<file path="src/rtl/run_length_detector_if.sv">
// rtl/run_length_detector_if.sv - stream input and run report bundle for run_length_detector
interface run_length_detector_if #(
  parameter int CNT_W   = 4,
  parameter int MAX_RUN = (1 << CNT_W) - 1
);
  logic               in_valid;
  logic               x;
  logic               polarity;
  logic               flush;
  logic [MAX_RUN:0]   match_mask;
  logic               y;
  logic               run_valid;
  logic [CNT_W-1:0]   run_len;
  logic               sat_seen;

  modport master (
    output in_valid, x, polarity, flush, match_mask,
    input  y, run_valid, run_len, sat_seen
  );

  modport slave (
    input  in_valid, x, polarity, flush, match_mask,
    output y, run_valid, run_len, sat_seen
  );
endinterface

</file>
<file path="src/rtl/run_length_detector.sv">
// rtl/run_length_detector.sv - serial run-length detector with saturation, polarity and mask match
module run_length_detector #(
  parameter int CNT_W   = 4,
  parameter int MAX_RUN = (1 << CNT_W) - 1
) (
  input  logic                  clk,
  input  logic                  reset,
  run_length_detector_if.slave  bus
);
  localparam logic [CNT_W-1:0] MAX_C = CNT_W'(MAX_RUN);

  typedef enum logic [1:0] {S_IDLE, S_RUN, S_SAT} state_e;

  state_e           state;
  logic [CNT_W-1:0] cnt_q, cnt_d, cnt_next;
  logic             pol_q, pol_d;
  logic             y_q, y_d;
  logic             run_valid_q, run_valid_d;
  logic [CNT_W-1:0] run_len_q, run_len_d;
  logic             sat_seen_q, sat_seen_d;
  logic             run_bit, non_run, term;

  always_comb begin
    state = S_IDLE;
    if (cnt_q == MAX_C)
      state = S_SAT;
    else if (cnt_q != '0)
      state = S_RUN;

    // Run membership uses the polarity latched before this edge.
    run_bit = bus.in_valid && (bus.x == pol_q);
    non_run = bus.in_valid && (bus.x != pol_q);

    cnt_next = cnt_q;
    if (run_bit && (state != S_SAT))
      cnt_next = cnt_q + 1'b1;

    // A bit counted in the same cycle as flush belongs to the terminated run.
    term = (cnt_next != '0) && (non_run || bus.flush);

    pol_d       = (state == S_IDLE) ? bus.polarity : pol_q;
    sat_seen_d  = sat_seen_q || (cnt_next == MAX_C);
    run_len_d   = run_len_q;
    run_valid_d = 1'b0;
    y_d         = 1'b0;
    cnt_d       = cnt_next;
    if (term) begin
      run_valid_d = 1'b1;
      run_len_d   = cnt_next;
      y_d         = bus.match_mask[cnt_next];
      cnt_d       = '0;
    end
  end

  always_ff @(posedge clk) begin
    if (reset) begin
      cnt_q       <= '0;
      pol_q       <= 1'b1;
      y_q         <= 1'b0;
      run_valid_q <= 1'b0;
      run_len_q   <= '0;
      sat_seen_q  <= 1'b0;
    end else begin
      cnt_q       <= cnt_d;
      pol_q       <= pol_d;
      y_q         <= y_d;
      run_valid_q <= run_valid_d;
      run_len_q   <= run_len_d;
      sat_seen_q  <= sat_seen_d;
    end
  end

  assign bus.y         = y_q;
  assign bus.run_valid = run_valid_q;
  assign bus.run_len   = run_len_q;
  assign bus.sat_seen  = sat_seen_q;
endmodule
</file>
<file path="src/flat_wrapper.sv">
// flat-port wrapper written by rule: the top's interface ports become plain ports
module run_length_detector_flat 
#(
  parameter int CNT_W   = 4,
  parameter int MAX_RUN = (1 << CNT_W) - 1
)
  (clk, reset, bus_in_valid, bus_x, bus_polarity, bus_flush, bus_match_mask, bus_y, bus_run_valid, bus_run_len, bus_sat_seen);
  run_length_detector_if #(.CNT_W(CNT_W), .MAX_RUN(MAX_RUN)) bus_i ();
  input  logic clk;
  input  logic reset;
  input wire logic [$bits(bus_i.in_valid)-1:0] bus_in_valid;
  input wire logic [$bits(bus_i.x)-1:0] bus_x;
  input wire logic [$bits(bus_i.polarity)-1:0] bus_polarity;
  input wire logic [$bits(bus_i.flush)-1:0] bus_flush;
  input wire logic [$bits(bus_i.match_mask)-1:0] bus_match_mask;
  output wire logic [$bits(bus_i.y)-1:0] bus_y;
  output wire logic [$bits(bus_i.run_valid)-1:0] bus_run_valid;
  output wire logic [$bits(bus_i.run_len)-1:0] bus_run_len;
  output wire logic [$bits(bus_i.sat_seen)-1:0] bus_sat_seen;
  assign bus_i.in_valid = bus_in_valid;
  assign bus_i.x = bus_x;
  assign bus_i.polarity = bus_polarity;
  assign bus_i.flush = bus_flush;
  assign bus_i.match_mask = bus_match_mask;
  assign bus_y = bus_i.y;
  assign bus_run_valid = bus_i.run_valid;
  assign bus_run_len = bus_i.run_len;
  assign bus_sat_seen = bus_i.sat_seen;
  run_length_detector #(.CNT_W(CNT_W), .MAX_RUN(MAX_RUN)) u_core (.clk(clk), .reset(reset), .bus(bus_i));
endmodule
</file>
<file path="config.mk">
export PLATFORM = sky130hd
export DESIGN_NAME = run_length_detector_flat
export DESIGN_NICKNAME = d
export VERILOG_FILES = /design/src/rtl/run_length_detector_if.sv /design/src/rtl/run_length_detector.sv /design/src/flat_wrapper.sv
export SDC_FILE = /design/constraint.sdc
export NUM_CORES = 1
export LEC_CHECK = 0
export ABC_AREA = 1
export BUFFER_PORTS_ARGS = -buffer_cell sky130_fd_sc_hd__buf_2
export CAP_MARGIN = 20
export CORE_ASPECT_RATIO = 1.1
export CORE_MARGIN = 2
export CORE_UTILIZATION = 49
export DETAILED_ROUTE_END_ITERATION = 16
export PLACE_DENSITY = 0.78
export SLEW_MARGIN = 15
export SYNTH_ARGS = -nofsm -noshare
export SYNTH_HDL_FRONTEND = slang
export SYNTH_SLANG_ARGS = --single-unit
</file>
<file path="constraint.sdc">
create_clock -name clk -period 2 [get_ports clk]
set_input_delay 0.1 -clock clk [delete_from_list [all_inputs] [get_ports clk]]
set_output_delay 0.1 -clock clk [all_outputs]
set_load 0.005 [all_outputs]
</file>
==> results by group <==
Floorplan
  – Starting density of the core: 53.3%
  – Die extent in x: 43.9 um
  – Core area: 0.00161 sq mm
  – Rows: 15
  – Io pins: 29
  – Die ar.: 0.00211 sq mm
  – Die Ht: 47.9 um

Final layout
  – Fillers: 134
  – Layout area overhead: 21.4%
  – NumNets Final: 176
  – Finished layout cell area: 0.00104 sq mm
  – Share of cells above drive strength 1: 34.7%
  – Diodes inserted: 0

Clock network
  – Post-CTS sizing: 0
  – CTS Buffer Depth: 2
  – Clock root cell: clkbuf_4
  – CTS H-tree depth: 1
  – Clock latency on the worst-skew pair: 0.26 ns
  – Setup repair bufs after CTS: 0
  – TritonCTS clock tree: built
  – CTS sink count: 12
  – CTS buffer count: 3
  – Cts hold-fix bufs: 0
  – Clock-pin transition on the worst setup and hold timing paths: 0.06 ns

STA
  – Worst Tran Pin Value: 0.348 ns
  – FMAX: 550 MHz
  – RSZ-0062 raised after global routing: no
  – Worst Skew: 0.00165 ns
  – Setup-failing EPs final: 0
  – Relative slew slack: 76.8%
  – Fin crit share: 90.9%
  – Final hold violation count: 0
  – Final setup TNS: 0 ns
  – Max Slew Vio Count: 0
  – Min Tclk post-route: 1.82 ns

Worst setup path
  – CP endpoint kind: register
  – Crit path largest cell delay: 0.36 ns
  – Crit path DAT: 2.02 ns
  – CP Launch Type: register
  – Worst setup path start: u_core.cnt_q[0]$_SDFF_PP0_
  – Crit path cell chain: ha_1 > nand3_2 > nand3_4 > o21ai_2 > nor2_4 > nand3_2 > nand2_4 > nor2_4 > inv_2 > a21oi_2
  – CP Data Required Time: 2.20 ns
  – Setup CP Type: register to register
  – CP Max Fanout: 10
  – Register-to-Register Path Depth: 10
  – Reg2reg start: u_core.cnt_q[0]$_SDFF_PP0_
  – Crit-path slowest cell: dfxtp_1

Yosys
  – Ranking of synthesized cells by area: dfxtp_1 (28%), nand2_1 (13%), nand3_1 (9.3%)
  – Synthesized instance count: 119
  – Cell variety after synth: 24
  – Cell taking the most area after synthesis: dfxtp_1
  – Synth top cells by count: nand2_1 (29), inv_1 (20), nand3_1 (16)
  – Yosys top cell area share: 27.9%
  – Yosys reg bits: 12
  – Number of synthesized flops with an enable pin: 0
  – Ys async rst share: 0%
  – Post-Syn Area per Cell: 7.22 sq um
  – Sequential share of the synthesized area: 27.9%
  – Most frequent cell after synthesis: nand2_1
  – Cell area after synthesis: 860 sq um
  – Ys Warns: 0
  – Syn nets: 143
  – Synth Flop Type: dfxtp_1

Detailed routing
  – Pre-antenna DRT Iters: 4
  – WL final: 1.78 mm
  – DR WL/cell: 10.7 um
  – Drt drc: 0
  – Routed Antenna Nets: 0
  – Drt initial violations: 9
  – Vias per cell: 5.03
  – Vias: 840

Global route
  – Initial antenna violation count: 0
  – Largest net degree at the start of global routing: 11
  – Tot GR Track Use: 19.3%
  – GR Overflow Total: 0
  – Vias in the first global route: 743
  – First-pass GRT wire length: 2.98 mm

Power
  – Net switching power: 204 uW
  – LEAKAGE: 0.555 nW
  – Logic gate share of total power: 35.1%
  – P per Cell Area: 584 mW/mm^2
  – Seq pwr share: 42.8%
  – Switch share: 33.5%
  – Clock Power Share: 22.2%
  – Int Pwr: 406 uW
  – VDD IR max: 0.522 mV

Place
  – Count of input and output buffers: 28
  – Routability Congestion: 0.813
  – DP HPWL: 1.47 mm
  – Placement Cell Area: 0.00102 sq mm

Worst hold path
  – Hold path cells: 2
  – Worst min-delay path class: primary input to register
  – Hold_sp: bus_polarity

Outcome
  – Status: completed

Flow run
  – Maxcap violations: 0
## power by group through the flow
stage	registers (mW)	logic (mW)	clock network [mW]
after floorplan	0.266	0.156	0
after global placement	0.265	0.209	0
after detailed placement	0.266	0.213	0
after CTS	0.261	0.215	0.141
after global routing	0.262	0.239	0.153
final	0.261	0.214	0.135
## final cells by class
| type | instances | area (sq um) | share of cell area (%) |
|---|---|---|---|
| clock buffer | 3 | 22.5 | 2.16 |
| inverter | 23 | 88.8 | 8.51 |
| multi-input combinational | 84 | 531 | 50.8 |
| sequential | 12 | 240 | 23.0 |
| tap | 17 | 21.3 | 2.04 |
| timing repair buffer | 28 | 140 | 13.4 |
## metrics by stage
step	hold WS (ns)	instances	util, %	total power, mW	setup WS (ns)
6_report	0.0934	167	64.7	0.609	0.183
5_1_grt	0.0754	167	64.7	0.654	0.00339
4_1_cts	0.0832	167	64.7	0.617	0.171
3_5_place_dp	0.361	164	63.3	0.479	0.193
3_3_place_gp	0.336	164	63.3	0.474	0.236
2_1_floorplan	0.169	119	-	0.422	0.366
## critical path: cells and delay by family, from the launching register on
| kind | cells | cell delay, ns |
|---|---|---|
| compound gates | 2 | 0.43 |
| fa+ha+maj | 1 | 0.25 |
| buf+inv | 1 | 0.05 |
| flops | 1 | 0.36 |
| simple gates | 6 | 0.67 |
## state kept, by name (all words and copies together) (netlist names)
signal                flops
u_core.pol_q              1
u_core.bus.y              1
u_core.cnt_q              4
u_core.bus.run_valid      1
u_core.bus.sat_seen       1
u_core.bus.run_len        4
## cell families (layout without fill, tap and decap cells)
| logic type | after synthesis | count (layout) | synth area share [%] |
|---|---|---|---|
| buffers and inverters | 23 | 54 | 10.3 |
| AOI/OAI and AO/OA | 9 | 9 | 8.44 |
| adders and majority gates | 2 | 2 | 2.91 |
| xor gates and xnor gates | 2 | 2 | 2.04 |
| and+or+nand+nor | 71 | 71 | 48.3 |
| DFF | 12 | 12 | 27.9 |
## metal layers
| metal | wire (um) | part of all wire, % | track usage [%] |
|---|---|---|---|
| met3 | 88 | 4.9 | 5.66 |
| met1 | 797 | 45 | 22.3 |
| met5 | 0 | 0 | 0 |
| met2 | 896 | 50 | 35.0 |
| met4 | 0 | 0 | 5.45 |
## placed cells by master, fill, tap and decap left out, types with 3 or more instances in the layout
cell and count:
buf_2 28, clkbuf_4 3, dfxtp_1 12, inv_1 20
nand2_1 29, nand2_4 3, nand3_1 16, nand3b_1 8
nor2_1 4, o21ai_2 4
## path summary, 6_finish.rpt
check                                  endpoint  slack (ns)
max                     u_core.bus.y$_SDFF_PP0_        0.18
min                   u_core.pol_q$_SDFFE_PP1N_        0.09
max reg2reg             u_core.bus.y$_SDFF_PP0_        0.18
min reg2reg  u_core.bus.run_len[3]$_SDFFE_PP0P_        0.44
Note: power is estimated with default switching activity, not from simulation.
